`config.mk`:
```
export PLATFORM = sky130hd
export DESIGN_NAME = mapeamento_display_multiplexado
export DESIGN_NICKNAME = d
export VERILOG_FILES = /design/src/rtl/mapeamento_display_multiplexado.sv
export SDC_FILE = /design/constraint.sdc
export NUM_CORES = 1
export LEC_CHECK = 0
export BUFFER_PORTS_ARGS = -buffer_cell sky130_fd_sc_hd__buf_2
export CORE_ASPECT_RATIO = 1.4
export CORE_MARGIN = 10
export CORE_UTILIZATION = 60
export CTS_BUF_LIST = sky130_fd_sc_hd__clkbuf_8
export DETAILED_ROUTE_END_ITERATION = 8
export PLACE_DENSITY = 0.8
export SLEW_MARGIN = 20
export SYNTH_ARGS = -nofsm -noshare
export SYNTH_HDL_FRONTEND = slang
export SYNTH_SLANG_ARGS = --single-unit
```
`constraint.sdc`:
```
create_clock -name clk -period 2.5 [get_ports clk]
set_input_delay 0.125 -clock clk [delete_from_list [all_inputs] [get_ports clk]]
set_output_delay 0.125 -clock clk [all_outputs]
set_load 0.01 [all_outputs]
```
`src/rtl/mapeamento_display_multiplexado.sv`:
```
// Multiplexed N-digit seven-segment driver: shifts parity-checked symbols into a
// display buffer and scans it one digit at a time onto shared segment lines.
module mapeamento_display_multiplexado #(
  parameter int DIGITOS       = 4,
  parameter int DIV_VARREDURA = 1000,
  parameter bit ATIVO_BAIXO   = 1'b0
) (
  input  logic               clk,
  input  logic               rst,
  input  logic [4:0]         entrada,
  input  logic               paridade,
  input  logic               valido,
  output logic               pronto,
  input  logic               limpar,
  output logic [6:0]         segmentos,
  output logic [DIGITOS-1:0] anodos,
  output logic               erro_par
);

  localparam int IW = (DIGITOS > 1) ? $clog2(DIGITOS) : 1;
  localparam int DW = $clog2(DIV_VARREDURA);
  localparam logic [IW-1:0]      ULT_DIGITO = IW'(DIGITOS - 1);
  localparam logic [DW-1:0]      ULT_DIV    = DW'(DIV_VARREDURA - 1);
  localparam logic [6:0]         VAZIO      = 7'b1000000;
  localparam logic [6:0]         SEG_INV    = {7{ATIVO_BAIXO}};
  localparam logic [DIGITOS-1:0] AN_INV     = {DIGITOS{ATIVO_BAIXO}};

  typedef enum logic {OCIOSO, LIMPANDO} estado_t;

  estado_t             estado, prox_estado;
  logic [IW-1:0]       idx_limpa, prox_idx_limpa;
  logic                marca_vazio, inicia_limpeza;
  logic [6:0]          mem [DIGITOS];
  logic [DW-1:0]       divisor;
  logic [IW-1:0]       digito;
  logic                aceita, erro_novo;
  logic [6:0]          entrada_atual;
  logic [6:0]          padrao;
  logic [DIGITOS-1:0]  um_quente;

  assign pronto    = (estado == OCIOSO) && !limpar && !rst;
  assign aceita    = valido && pronto;
  assign erro_novo = ^{entrada, paridade};

  always_ff @(posedge clk) begin
    if (rst) begin
      estado    <= OCIOSO;
      idx_limpa <= '0;
    end else begin
      estado    <= prox_estado;
      idx_limpa <= prox_idx_limpa;
    end
  end

  // A repeated limpar while clearing restarts the sweep from entry 0.
  always_comb begin
    prox_estado    = estado;
    prox_idx_limpa = idx_limpa;
    marca_vazio    = 1'b0;
    inicia_limpeza = 1'b0;
    case (estado)
      OCIOSO: begin
        if (limpar) begin
          prox_estado    = LIMPANDO;
          prox_idx_limpa = '0;
          inicia_limpeza = 1'b1;
        end
      end
      LIMPANDO: begin
        if (limpar) begin
          prox_idx_limpa = '0;
        end else begin
          marca_vazio = 1'b1;
          if (idx_limpa == ULT_DIGITO) begin
            prox_estado    = OCIOSO;
            prox_idx_limpa = '0;
          end else begin
            prox_idx_limpa = idx_limpa + 1'b1;
          end
        end
      end
    endcase
  end

  // Entry layout: {vazio, errp, codigo[4:0]}; accept and clear never coincide.
  always_ff @(posedge clk) begin
    if (rst) begin
      for (int k = 0; k < DIGITOS; k++) mem[k] <= VAZIO;
      erro_par <= 1'b0;
    end else begin
      if (inicia_limpeza) begin
        erro_par <= 1'b0;
      end else if (aceita) begin
        for (int k = DIGITOS - 1; k > 0; k--) mem[k] <= mem[k-1];
        mem[0] <= {1'b0, erro_novo, entrada};
        if (erro_novo) erro_par <= 1'b1;
      end
      if (marca_vazio) mem[idx_limpa][6] <= 1'b1;
    end
  end

  always_ff @(posedge clk) begin
    if (rst) begin
      divisor <= '0;
      digito  <= '0;
    end else if (divisor == ULT_DIV) begin
      divisor <= '0;
      digito  <= (digito == ULT_DIGITO) ? '0 : digito + 1'b1;
    end else begin
      divisor <= divisor + 1'b1;
    end
  end

  always_comb begin
    entrada_atual = mem[digito];
    padrao        = 7'b0000000;
    if (entrada_atual[6]) begin
      padrao = 7'b0000000;
    end else if (entrada_atual[5]) begin
      padrao = 7'b1011110;
    end else begin
      case (entrada_atual[4:0])
        5'd0:  padrao = 7'b1010100;
        5'd1:  padrao = 7'b0111011;
        5'd2:  padrao = 7'b0011100;
        5'd3:  padrao = 7'b0110111;
        5'd4:  padrao = 7'b0001111;
        5'd5:  padrao = 7'b1111110;
        5'd6:  padrao = 7'b1110111;
        5'd7:  padrao = 7'b1011011;
        5'd8:  padrao = 7'b1110011;
        5'd9:  padrao = 7'b0101010;
        5'd10: padrao = 7'b0001110;
        5'd11: padrao = 7'b1111111;
        5'd12: padrao = 7'b0111101;
        5'd13: padrao = 7'b1111001;
        5'd14: padrao = 7'b1101101;
        5'd15: padrao = 7'b1001111;
        5'd16: padrao = 7'b0110111;
        5'd17: padrao = 7'b0110011;
        5'd18: padrao = 7'b0000101;
        5'd19: padrao = 7'b1111011;
        default: padrao = 7'b0000000;
      endcase
    end
  end

  always_comb begin
    um_quente = '0;
    for (int i = 0; i < DIGITOS; i++) um_quente[i] = (digito == IW'(i));
  end

  // Outputs sample the pre-update index/buffer, so they trail them by one cycle.
  always_ff @(posedge clk) begin
    if (rst) begin
      segmentos <= SEG_INV;
      anodos    <= AN_INV;
    end else begin
      segmentos <= padrao ^ SEG_INV;
      anodos    <= um_quente ^ AN_INV;
    end
  end

endmodule

```
# After elaboration in Yosys (flattened, before gate mapping)
# Memories as Yosys holds them, arrays and structs flattened. A register that Yosys moved wholly into a read port is not among the register bits.
# Index checks and enable logic that the tools add are counted.
# W data, S select, Z words.
[op_classes]
addsub = 3
eq_ne = 6
muxes = 31
bitwise = 5
reduce_logical = 13
[ops]
columns = ["op", "count"]
rows = [
  ["$mux W7", 6],
  ["$mux W2", 8],
  ["$mux W1", 15],
  ["$add A10 B1 Y10 const B", 1],
  ["$eq A10 B10 Y1 const B", 1],
  ["$reduce_or A7 Y1", 1],
  ["$eq A2 B2 Y1 const B", 3],
  ["$reduce_or A2 Y1", 3],
  ["$reduce_xor A6 Y1", 1],
  ["$add A2 B1 Y2 const B", 2],
  ["$or A1 B1 Y1", 4],
  ["$pmux W2 S2", 1],
  ["$logic_and A1 B1 Y1", 3],
  ["$reduce_or A3 Y1", 1],
  ["$eq A2 B1 Y1 const B", 1],
  ["$logic_not A1 Y1", 2],
  ["$logic_not A2 Y1", 1],
  ["$ne A2 B2 Y1 const B", 1],
  ["$pmux W1 S2", 1],
  ["$reduce_and A2 Y1", 1],
  ["$not A1 Y1", 1],
]
[totals]
regBits = 27
ram_bits = 28
mem_bits_ro = 224
in_bits = 10
out_inout_bits = 13
word_cells = 68
memories = 2
[mem_list]
columns = ["memory", "depth", "width", "read_ports", "rd_clocked_by_memory_dff", "wr", "line_no", "rtl"]
rows = [
  ["(no name shown)", 32, 7, 1, 0, 0, "122", "case (entrada_atual[4:0])"],
  ["mem", 4, 7, 4, 1, 4, "33", "logic [6:0] mem [DIGITOS];"],
]

# Logic depth before layout (Yosys ltp)
# Gate-level depths: netlist (run 1).
[depth]
ltp_word = 10
depth_mapped = 8

# Worst setup path before layout (run 1)
# No wires, ideal clock.
[synth_path]
path_type = "register to register"
startpoint = "reg with a tool-made name"
endpoint = "reg segmentos[4]"
setup_ns = 0.070
arrival_time_ns = 1.917
required_ns = 2.430
path_slack_ns = 0.514
stages_incl_launch_ff = 9
path_buffers = 1
path_cell_list = "dfxtp_1 > buf_6 > mux4_2 > inv_1 > ha_1 > inv_1 > nor2_1 > a221o_1 > a21oi_1"
[synth_rtl]
columns = ["item", "line_no", "rtl"]
rows = [
  ["end signal: assignment", "159", "segmentos <= padrao ^ SEG_INV;"],
  ["end: declaration", "15", "output logic [6:0] segmentos,"],
]

==> results of run 1 <==
-- per-layer routing --
layer  part of all wire  vias to the layer above  routed length, µm  track usage
li1                   -                      923                  -            -
met1               0.44                      883               2120        0.139
met2               0.48                       57               2350        0.212
met3              0.059                        8                289       0.0626
met4              0.020                        0                 96       0.0690
met5                  0                        -                  0            0
-- stage by stage --
stage                      util  hold slack, ns  cells  area, µm²
after global placement    0.649           0.435    318       2920
after floorplan               -           0.197    245       2770
after global routing      0.691           0.122    334       3110
final                     0.691           0.104    334       3110
after CTS                 0.691          0.0884    334       3110
after detailed placement  0.649           0.447    318       2920
-- synth_stat cells, types with 2 or more instances --
master                     number  share of area
sky130_fd_sc_hd__o21bai_1       4          0.011
sky130_fd_sc_hd__and2_1         2         0.0045
sky130_fd_sc_hd__mux2i_1        3          0.011
sky130_fd_sc_hd__nor3_1         9          0.016
sky130_fd_sc_hd__nand2b_1      10          0.023
sky130_fd_sc_hd__nand2_1        6         0.0081
sky130_fd_sc_hd__nor2b_1        5          0.011
sky130_fd_sc_hd__or3_1          2         0.0045
sky130_fd_sc_hd__buf_2          4         0.0072
sky130_fd_sc_hd__mux4_2         8          0.065
sky130_fd_sc_hd__a21oi_1       11          0.020
sky130_fd_sc_hd__o31a_1         2         0.0063
sky130_fd_sc_hd__ha_1          12          0.054
sky130_fd_sc_hd__and3_1        23          0.052
sky130_fd_sc_hd__edfxtp_1      28           0.30
sky130_fd_sc_hd__a311oi_1       2         0.0063
sky130_fd_sc_hd__inv_1         14          0.019
sky130_fd_sc_hd__a31oi_1        5          0.011
sky130_fd_sc_hd__dfxtp_1       29           0.21
sky130_fd_sc_hd__nor2_1        18          0.024
sky130_fd_sc_hd__xnor2_1       12          0.038
sky130_fd_sc_hd__nand4_1        2         0.0045
sky130_fd_sc_hd__nand3_1        4         0.0072
sky130_fd_sc_hd__xor2_1         4          0.013
sky130_fd_sc_hd__clkbuf_1      10          0.014
-- worst max-delay path: cells and delay by family, from the launching register on --
family,cells,cell delay [ns]
mux,1,0.65
fa+ha+maj,1,0.28
buf+inv,2,0.27
simple gates,1,0.05
flops,1,0.53
compound gates,2,0.42
-- worst max-delay path by stage --
stage / startpoint / endpoint / slack [ns] / depth (start not counted)
6_report: register / segmentos[4]$_SDFF_PP0_ / 0.24 / 7
5_1_grt: register / segmentos[4]$_SDFF_PP0_ / 0.07 / 7
2_1_floorplan: register / segmentos[4]$_SDFF_PP0_ / 0.51 / 8
3_5_place_dp: register / segmentos[4]$_SDFF_PP0_ / 0.25 / 7
3_3_place_gp: register / segmentos[4]$_SDFF_PP0_ / 0.31 / 7
4_1_cts: register / segmentos[4]$_SDFF_PP0_ / 0.24 / 7
-- final cells by class --
cell class | count | area [µm²]
clock buffers | 10 | 138
clock inverters | 6 | 52.6
fillers | 358 | 1390
inverters | 14 | 52.6
multi-input cells | 159 | 1230
flip-flops and latches | 57 | 1420
well taps | 62 | 77.6
repair buffers | 26 | 140
-- cell families after synthesis --
kind of cell    share of synthesized area
simple gates                        0.163
xor+xnor                           0.0587
flops                               0.513
fa+ha+maj                          0.0542
compound gates                     0.0822
buf+inv                            0.0438
mux                                0.0853
-- report_power, final --
group          internal [mW]  switching [mW]
Combinational         0.0766          0.0964
Clock                  0.474           0.350
Sequential              1.01          0.0220
-- layout by cell type, fill, tap and decap left out, types with 2 or more instances in the layout --
cell type / Yosys / layout
sky130_fd_sc_hd__a21oi_1: 11 / 11
sky130_fd_sc_hd__a311oi_1: 2 / 2
sky130_fd_sc_hd__a31oi_1: 5 / 5
sky130_fd_sc_hd__and2_1: 2 / 2
sky130_fd_sc_hd__and3_1: 23 / 23
sky130_fd_sc_hd__buf_2: 4 / 22
sky130_fd_sc_hd__buf_4: 0 / 4
sky130_fd_sc_hd__clkbuf_8: 0 / 10
sky130_fd_sc_hd__clkinv_2: 0 / 3
sky130_fd_sc_hd__dfxtp_1: 29 / 29
sky130_fd_sc_hd__edfxtp_1: 28 / 28
sky130_fd_sc_hd__ha_1: 12 / 12
sky130_fd_sc_hd__inv_1: 14 / 16
sky130_fd_sc_hd__mux2i_1: 3 / 3
sky130_fd_sc_hd__mux4_2: 8 / 8
sky130_fd_sc_hd__nand2_1: 6 / 6
sky130_fd_sc_hd__nand2b_1: 10 / 10
sky130_fd_sc_hd__nand3_1: 4 / 4
sky130_fd_sc_hd__nand4_1: 2 / 2
sky130_fd_sc_hd__nor2_1: 18 / 18
sky130_fd_sc_hd__nor2b_1: 5 / 5
sky130_fd_sc_hd__nor3_1: 9 / 9
sky130_fd_sc_hd__o21bai_1: 4 / 4
sky130_fd_sc_hd__o31a_1: 2 / 2
sky130_fd_sc_hd__or3_1: 2 / 2
sky130_fd_sc_hd__xnor2_1: 12 / 12
sky130_fd_sc_hd__xor2_1: 4 / 4
-- state kept, by name, summed over array words and instances, names as in the netlist, named ones only --
signal / flops
anodos: 4
digito: 2
divisor: 10
erro_par: 1
estado: 1
idx_limpa: 2
mem: 28
segmentos: 7
==> metrics.cfg, run 1 <==
[outcome]
outcome=finished clean

[cells_and_area]
layout-drive-gt1-share=0.188
area_growth_pct=12.2
antenna-diode-count=0
design.final.nets=289

[timing]
max_slew.worst_pin.slew_ns=0.508
grt_setup_unrepaired=false
final-hold-violation-count=0
final-setup-viol-count=0
setup-tns-final_ns=0
setup_slack_ns=0.238
worst_case_clock_skew_ns=0.0115
period_needed_ns=2.26
slew_headroom=0.662
report.final.slew_viol_count=0
final.period_utilization=0.905
max_clock_freq_mhz=442

[cts]
tritoncts_buffer_count=9
clock_tree.htree_level_count=3
post_cts_resize_count=0
clock_tree.buffer_depth=2
worstSkewPairLatency_ns=0.34
tritoncts=yes
cts.hold.buffers_added=0
numClockSinks=57
worst_setup_hold_path_clk_slew_ns=0.07
cts.root.buffer_cell=sky130_fd_sc_hd__clkbuf_8
cts_setup_buffers=0

[yosys]
ys_ff_latch=57
postSynthCellCount=245
ys_async_sr_fraction=0
seq_area_frac_synth=0.513
synth.cell_area_mm2=0.00277
mean_instance_size_in_the_synthesized_netlist_um2=11.3
syn_nets=267
yosys.cell_types.count=41
synth-warning-count=0
edff_count_synth=28
primary_flip_flop_cell_chosen_by_synthesis_mapping=sky130_fd_sc_hd__dfxtp_1

[routing]
routed_wire_length_per_instance_um=14.5
drc=0
route.detailed.vias_per_inst=5.60
detailroute.via_count=1871
detail_route.first_pass.iterations=4
finalWirelength_um=4860
drt-initial-drc-count=67
antenna_left=0

[worst_setup_path]
crit_path_max_incr_delay_ns=0.65
worst-setup-path-type=register to register
rr_worst_depth=7
crit_required_ns=2.77
timing.critical_path.slowest_stage_cell=sky130_fd_sc_hd__mux4_2
reg2reg_setup_slack_ns=0.24
cp_data_arrival_time_ns=2.53
crit_chain=mux4_2 -> inv_1 -> ha_1 -> inv_1 -> nor2_1 -> a221o_1 -> a21oi_1
critical_path.most_common_cell=sky130_fd_sc_hd__inv_1
cp_launch_type=register
cp-end-kind=register
rr_endpoint=segmentos[4]$_SDFF_PP0_
crit_fanout=7

[power_and_ir_drop]
power_per_cell_area_mw_per_mm2=654
totalPowerFinal_mw=2.03
cellLeakagePower_nw=1.28
worst_ir_drop_vdd_mv=0.434

[hold_path]
holdCritPathClass=input pin to register
hold_path_depth=2
min_to=idx_limpa[0]$_SDFFE_PP0P_
min-delay-start=limpar

[floorplan]
floorplan.die.width_um=77.4
floorplan.initialDensity=0.616
design.die.area_mm2=0.00778
io-pin-count=23
core.rowCount=29
die_height_um=100
core_area_mm2=0.00450

[global_route]
grt_remaining_overflow=0
number_of_global_route_vias_before_repair=1878
grt.total_usage=0.131
grt_start_max_net_pins=26
grt_antenna_before_repair=0
wire_length_of_the_first_global_routing_pass_um=8080

[placed_design]
portBuffers=22
place_hpwl_um=3460
gp_routability_congestion=0.908
pre_cts_ws_ns=0.249

[run]
cap_violations=0

No activity file was read; power rests on OpenSTA's default activity.
==> run 2, diff against run 1 <==
==> constraint.sdc (replaced) <==
create_clock -name clk -period 2.3 [get_ports clk]
set_input_delay 0.115 -clock clk [delete_from_list [all_inputs] [get_ports clk]]
set_output_delay 0.115 -clock clk [all_outputs]
set_load 0.01 [all_outputs]
==> run 2 against run 1 <==
  * Non-clock buffer count is 3 higher
  * Die area stayed put
  * Clock skew is 0.0061 ns lower
  * Core utilization is 0.056 points lower
  * Sequential power is 9% higher
  * Cell area hardly changed
  * Power is 3.5% higher
  * Cell count is 0.90% higher
  * Setup slack worse by 0.060 ns
  * Sequential cell count stayed put
  * Register-to-register slack worse by 0.06 ns
  * Global-route usage is 0.50 points higher
  * Largest cell class unchanged
==> metrics.cfg, run 2 (synthesized netlist as in run 1, its figures left out) <==
[outcome]
outcome=finished clean

[timing]
setup-tns-final_ns=0  ; unchanged
slew_headroom=0.740  ; +0.0782
max_slew.worst_pin.slew_ns=0.390  ; -0.117 ns
final.period_utilization=0.923  ; +0.0179
worst_case_clock_skew_ns=0.00537  ; -0.00608 ns
period_needed_ns=2.12  ; -0.140 ns
final-setup-viol-count=0  ; unchanged
max_clock_freq_mhz=471  ; +6.6%
final-hold-violation-count=0  ; unchanged
report.final.slew_viol_count=0  ; unchanged
grt_setup_unrepaired=false
setup_slack_ns=0.178  ; -0.0602 ns

[cts]
clock_tree.htree_level_count=3  ; unchanged
post_cts_resize_count=0  ; unchanged
tritoncts=yes
tritoncts_buffer_count=9  ; unchanged
worst_setup_hold_path_clk_slew_ns=0.06  ; about the same
numClockSinks=57  ; unchanged
cts.root.buffer_cell=sky130_fd_sc_hd__clkbuf_8
clock_tree.buffer_depth=2  ; unchanged
worstSkewPairLatency_ns=0.33  ; about the same
cts_setup_buffers=0  ; unchanged
cts.hold.buffers_added=0  ; unchanged

[routing]
antenna_left=0  ; unchanged
route.detailed.vias_per_inst=5.64  ; +0.59%
routed_wire_length_per_instance_um=14.8  ; +1.4%
detailroute.via_count=1899  ; +1.5%
drc=0  ; unchanged
detail_route.first_pass.iterations=4  ; unchanged
drt-initial-drc-count=138  ; +110%
finalWirelength_um=4970  ; +2.3%

[floorplan]
die_height_um=100  ; unchanged
io-pin-count=23  ; unchanged
floorplan.initialDensity=0.616  ; unchanged
core_area_mm2=0.00450  ; unchanged
floorplan.die.width_um=77.4  ; unchanged
core.rowCount=29  ; unchanged
design.die.area_mm2=0.00778  ; unchanged

[worst_setup_path]
worst_setup_path_endpoint=segmentos[4]$_SDFF_PP0_
crit_required_ns=2.57  ; -0.20 ns
cp_launch_type=register
crit_fanout=7  ; unchanged
worst-setup-path-type=register to register
cp_data_arrival_time_ns=2.39  ; -0.14 ns
reg2reg_setup_slack_ns=0.18  ; -0.06 ns
rr_worst_depth=7  ; unchanged
cp-end-kind=register
rr_endpoint=segmentos[4]$_SDFF_PP0_

[global_route]
wire_length_of_the_first_global_routing_pass_um=8520  ; +5.5%
grt_remaining_overflow=0  ; unchanged
grt_start_max_net_pins=26  ; unchanged
grt.total_usage=0.136  ; +0.00495
grt_antenna_before_repair=0  ; unchanged
number_of_global_route_vias_before_repair=1884  ; +0.32%

[cells_and_area]
num-fill-cells=356  ; -0.56%
design.final.nets=292  ; +1.0%
layout-drive-gt1-share=0.193  ; +0.00523
final_common_cell=sky130_fd_sc_hd__dfxtp_1
largest_register_ffs=28  ; unchanged
largest_registers=mem x28, divisor x10, segmentos x7
area_growth_pct=12.1  ; about the same
antenna-diode-count=0  ; unchanged
top_register=mem
final_cell_mix=sky130_fd_sc_hd__dfxtp_1, sky130_fd_sc_hd__edfxtp_1, sky130_fd_sc_hd__and3_1

[placed_design]
pre_cts_ws_ns=0.203  ; -0.0457 ns
gp_routability_congestion=0.906  ; -0.23%
portBuffers=22  ; unchanged
place_hpwl_um=3540  ; +2.1%

[hold_path]
min-delay-start=entrada[3]
holdCritPathClass=input pin to register

[power_and_ir_drop]
worst_ir_drop_vdd_mv=0.439  ; +1.1%
power_per_cell_area_mw_per_mm2=677  ; +3.6%
cellLeakagePower_nw=1.29  ; +0.51%

[run]
cap_violations=0  ; unchanged

## run 2: metrics by stage
stage	std cells	instance area [µm²]	hold slack (ns)	total power, mW	utilization
5_1_grt	337	3110	0.0998	2.19	0.691
2_1_floorplan	245	2770	0.187	1.28	-
3_3_place_gp	321	2940	0.433	1.33	0.654
4_1_cts	337	3110	0.0954	2.12	0.691
6_report	337	3110	0.107	2.10	0.691
3_5_place_dp	321	2940	0.437	1.34	0.654
## run 2: worst min-delay path by stage
| stage | cells after the start | slack, ns | end |
|---|---|---|---|
| after global routing | 2 | 0.1 | mem[0][3]$_SDFFCE_PN0P_ |
| after CTS | 2 | 0.1 | idx_limpa[0]$_SDFFE_PP0P_ |
| after global placement | 1 | 0.43 | divisor[0]$_SDFF_PP0_ |
| final | 2 | 0.11 | mem[0][3]$_SDFFCE_PN0P_ |
| after detailed placement | 1 | 0.44 | divisor[0]$_SDFF_PP0_ |
| after floorplan | 1 | 0.19 | anodos[1]$_SDFF_PP0_ |
## run 2: worst max-delay path: stages (launching register included)
cell and delay (ns):
sky130_fd_sc_hd__dfxtp_1 0.42, sky130_fd_sc_hd__mux4_2 0.62, sky130_fd_sc_hd__inv_1 0.16, sky130_fd_sc_hd__ha_1 0.28, sky130_fd_sc_hd__inv_1 0.11, sky130_fd_sc_hd__nor2_1 0.06
sky130_fd_sc_hd__a221o_1 0.29, sky130_fd_sc_hd__a21oi_1 0.13
## run 2: area by class of cell
type / count / area [µm²] / share of cell area
clock inverters: 6 / 27.5 / 0.00886
well taps: 62 / 77.6 / 0.0250
multi-input cells: 159 / 1230 / 0.395
inverters: 14 / 52.6 / 0.0169
repair buffers: 29 / 163 / 0.0523
clock buffers: 10 / 138 / 0.0443
flip-flops and latches: 57 / 1420 / 0.457
## run 2: metal layers
layer / wire, µm / share of wire / track usage
met4: 136 / 0.027 / 0.0817
met5: 0 / 0 / 0
met1: 2090 / 0.42 / 0.151
met2: 2390 / 0.48 / 0.221
met3: 351 / 0.071 / 0.0474
## run 2: where the power goes
group          leakage [nW]  internal [mW]  switching, mW
registers             0.516           1.10         0.0237
clock network         0.100          0.405          0.381
logic                 0.675         0.0850          0.107
==> run 3, diff against run 2 <==
--- a/config.mk
+++ b/config.mk
@@ -11,6 +11,7 @@
 export CORE_UTILIZATION = 60
 export CTS_BUF_LIST = sky130_fd_sc_hd__clkbuf_8
 export DETAILED_ROUTE_END_ITERATION = 8
+export GPL_TIMING_DRIVEN = 0
 export PLACE_DENSITY = 0.8
 export SLEW_MARGIN = 20
 export SYNTH_ARGS = -nofsm -noshare
==> run 3 against run 2 <==
  * Cell area increased by 1.9%
  * Critical path depth increased by 1
  * Non-clock buffer count increased by 13
  * Setup slack got worse by 0.032 ns
  * Power increased by 2.2%
  * Clock skew increased by 0.0014 ns
  * Clock power increased by 4.3%
  * Global-route usage increased by 0.94 points
  * Maximum frequency decreased by 1.5%
  * Cell count increased by 3.9%
  * Sequential cell count unchanged
  * Via count increased by 2.9%
  * Critical path type unchanged
  * Critical endpoint unchanged
  * Largest power group unchanged
  * Highest routed layer unchanged
==> metrics.cfg, run 3 (synthesized netlist as in run 1, its figures left out) <==
[worst_setup_path]
critical_path.top_delay_family=multiplexers
reg2reg_setup_slack_ns=0.15  ; -0.03 ns
crit_path_max_incr_delay_ns=0.56  ; -0.06 ns
crit_fanout=8  ; +1
crit_chain=buf_6 -> mux4_2 -> inv_1 -> ha_1 -> inv_1 -> nor2_1 -> a221o_1 -> a21oi_1
cp-end-kind=register
worst-path-stages=8  ; +1
cp_launch_type=register
critical_path.most_common_cell=sky130_fd_sc_hd__inv_1
timing.critical_path.slowest_stage_cell=sky130_fd_sc_hd__mux4_2
crit_required_ns=2.58  ; about the same
cp_data_arrival_time_ns=2.44  ; +0.05 ns
worst-setup-path-type=register to register
rr_worst_depth=8  ; +1
critical_path_buf_inv_count=3  ; +1

[global_route]
wire_length_of_the_first_global_routing_pass_um=9020  ; +5.8%
grt_remaining_overflow=0  ; unchanged
grt_antenna_before_repair=0  ; unchanged
grt_start_max_net_pins=12  ; -54%
grt.total_usage=0.145  ; +0.00945
number_of_global_route_vias_before_repair=2000  ; +6.2%

[power_and_ir_drop]
worst_ir_drop_vdd_mv=0.384  ; -12%
switching_share_of_power=0.267  ; +0.0232
power.switching_uw=574  ; +12%
totalPowerFinal_mw=2.15  ; +2.2%
internal-power_mw=1.58  ; -0.90%
pwr-share-seq=0.523  ; -0.012
power.share.clock=0.381  ; +0.007
power_frac_comb=0.096  ; +0.005
power_per_cell_area_mw_per_mm2=679  ; +0.30%
cellLeakagePower_nw=1.29  ; about the same

[floorplan]
design.die.area_mm2=0.00778  ; unchanged
core_area_mm2=0.00450  ; unchanged
floorplan.die.width_um=77.4  ; unchanged
floorplan.initialDensity=0.616  ; unchanged
die_height_um=100  ; unchanged
io-pin-count=23  ; unchanged
core.rowCount=29  ; unchanged

[timing]
period_needed_ns=2.15  ; +0.0317 ns
max_clock_freq_mhz=464  ; -1.5%
max_slew.worst_pin.slew_ns=0.622  ; +0.232 ns
final.period_utilization=0.936  ; +0.0138
setup-tns-final_ns=0  ; unchanged
final-setup-viol-count=0  ; unchanged
worst_hold_slack_ns=0.0315  ; -0.0760 ns
setup_slack_ns=0.146  ; -0.0317 ns
grt_setup_unrepaired=false
report.final.slew_viol_count=0  ; unchanged
final-hold-violation-count=0  ; unchanged
worst_case_clock_skew_ns=0.00676  ; +0.00139 ns
slew_headroom=0.582  ; -0.158

[cts]
cts.root.buffer_cell=sky130_fd_sc_hd__clkbuf_8
cts.hold.buffers_added=0  ; unchanged
worst_setup_hold_path_clk_slew_ns=0.07  ; about the same
clock_tree.buffer_depth=2  ; unchanged
tritoncts_buffer_count=9  ; unchanged
cts_setup_buffers=0  ; unchanged
worstSkewPairLatency_ns=0.35  ; +0.02 ns
tritoncts=yes
clock_tree.htree_level_count=3  ; unchanged
numClockSinks=57  ; unchanged
post_cts_resize_count=0  ; unchanged

[routing]
drc=0  ; unchanged
routed_wire_length_per_instance_um=15.6  ; +5.9%
antenna_left=0  ; unchanged
detailroute.wirelength.met2_um=2720  ; +14%
detail_route.first_pass.iterations=7  ; +3
finalWirelength_um=5470  ; +9.9%
dr_wl_met3_um=333  ; -5.1%
route.top_layer_used=met4
detailroute.via_count=1955  ; +2.9%
route.detailed.vias_per_inst=5.59  ; -0.87%
m1WireLength_um=2310  ; +10%
drt-initial-drc-count=140  ; +1.4%

[cells_and_area]
top_register=mem
antenna-diode-count=0  ; unchanged
area_growth_pct=14.3
utilization=0.704  ; +0.0133
largest_registers=mem x28, divisor x10, segmentos x7
final_cell_mix=sky130_fd_sc_hd__dfxtp_1, sky130_fd_sc_hd__edfxtp_1, sky130_fd_sc_hd__buf_2
fin_cells=350  ; +3.9%
design.final.nets=305  ; +4.5%
post-route-cell-area_mm2=0.00317  ; +1.9%
layout-drive-gt1-share=0.198  ; +0.00519
largest_register_ffs=28  ; unchanged
final_common_cell=sky130_fd_sc_hd__dfxtp_1

[run]
cap_violations=0  ; unchanged

[placed_design]
portBuffers=22  ; unchanged
dpl_cell_area_mm2=0.00296  ; +0.55%
pre_cts_ws_ns=0.147  ; -0.0565 ns
gp_routability_congestion=0.958  ; +5.7%
place_hpwl_um=3850  ; +8.8%
post-place-cells=329  ; +2.5%

[outcome]
outcome=finished clean

[hold_path]
hold_path_depth=2  ; unchanged
holdCritPathClass=input pin to register

==> run 3: power groups by stage <==
stage | combinational, mW | clock (mW) | sequential (mW)
global placement | 0.190 | 0 | 1.14
global route | 0.230 | 0.860 | 1.13
CTS | 0.198 | 0.817 | 1.12
floorplan | 0.143 | 0 | 1.14
detailed placement | 0.197 | 0 | 1.15
finish | 0.207 | 0.820 | 1.12
==> run 3: layer usage <==
| layer | track usage | vias to the layer above |
|---|---|---|
| met5 | 0 | - |
| met4 | 0.0972 | 0 |
| met1 | 0.159 | 927 |
| met2 | 0.240 | 57 |
| li1 | - | 963 |
| met3 | 0.0429 | 8 |
==> run 3: final cells by class <==
class | instances | area, µm²
clock buffer | 9 | 124
multi-input combinational | 159 | 1230
fill | 358 | 1330
buffer | 15 | 68.8
clock inverter | 7 | 47.5
inverter | 14 | 52.6
timing repair buffer | 27 | 148
tap | 62 | 77.6
sequential | 57 | 1420
==> run 3: path summary, 6_finish.rpt <==
path,start,end
min,rst,anodos[1]$_SDFF_PP0_
min reg2reg,divisor[0]$_SDFF_PP0_,divisor[0]$_SDFF_PP0_
max reg2reg,register,segmentos[4]$_SDFF_PP0_
max,register,segmentos[4]$_SDFF_PP0_
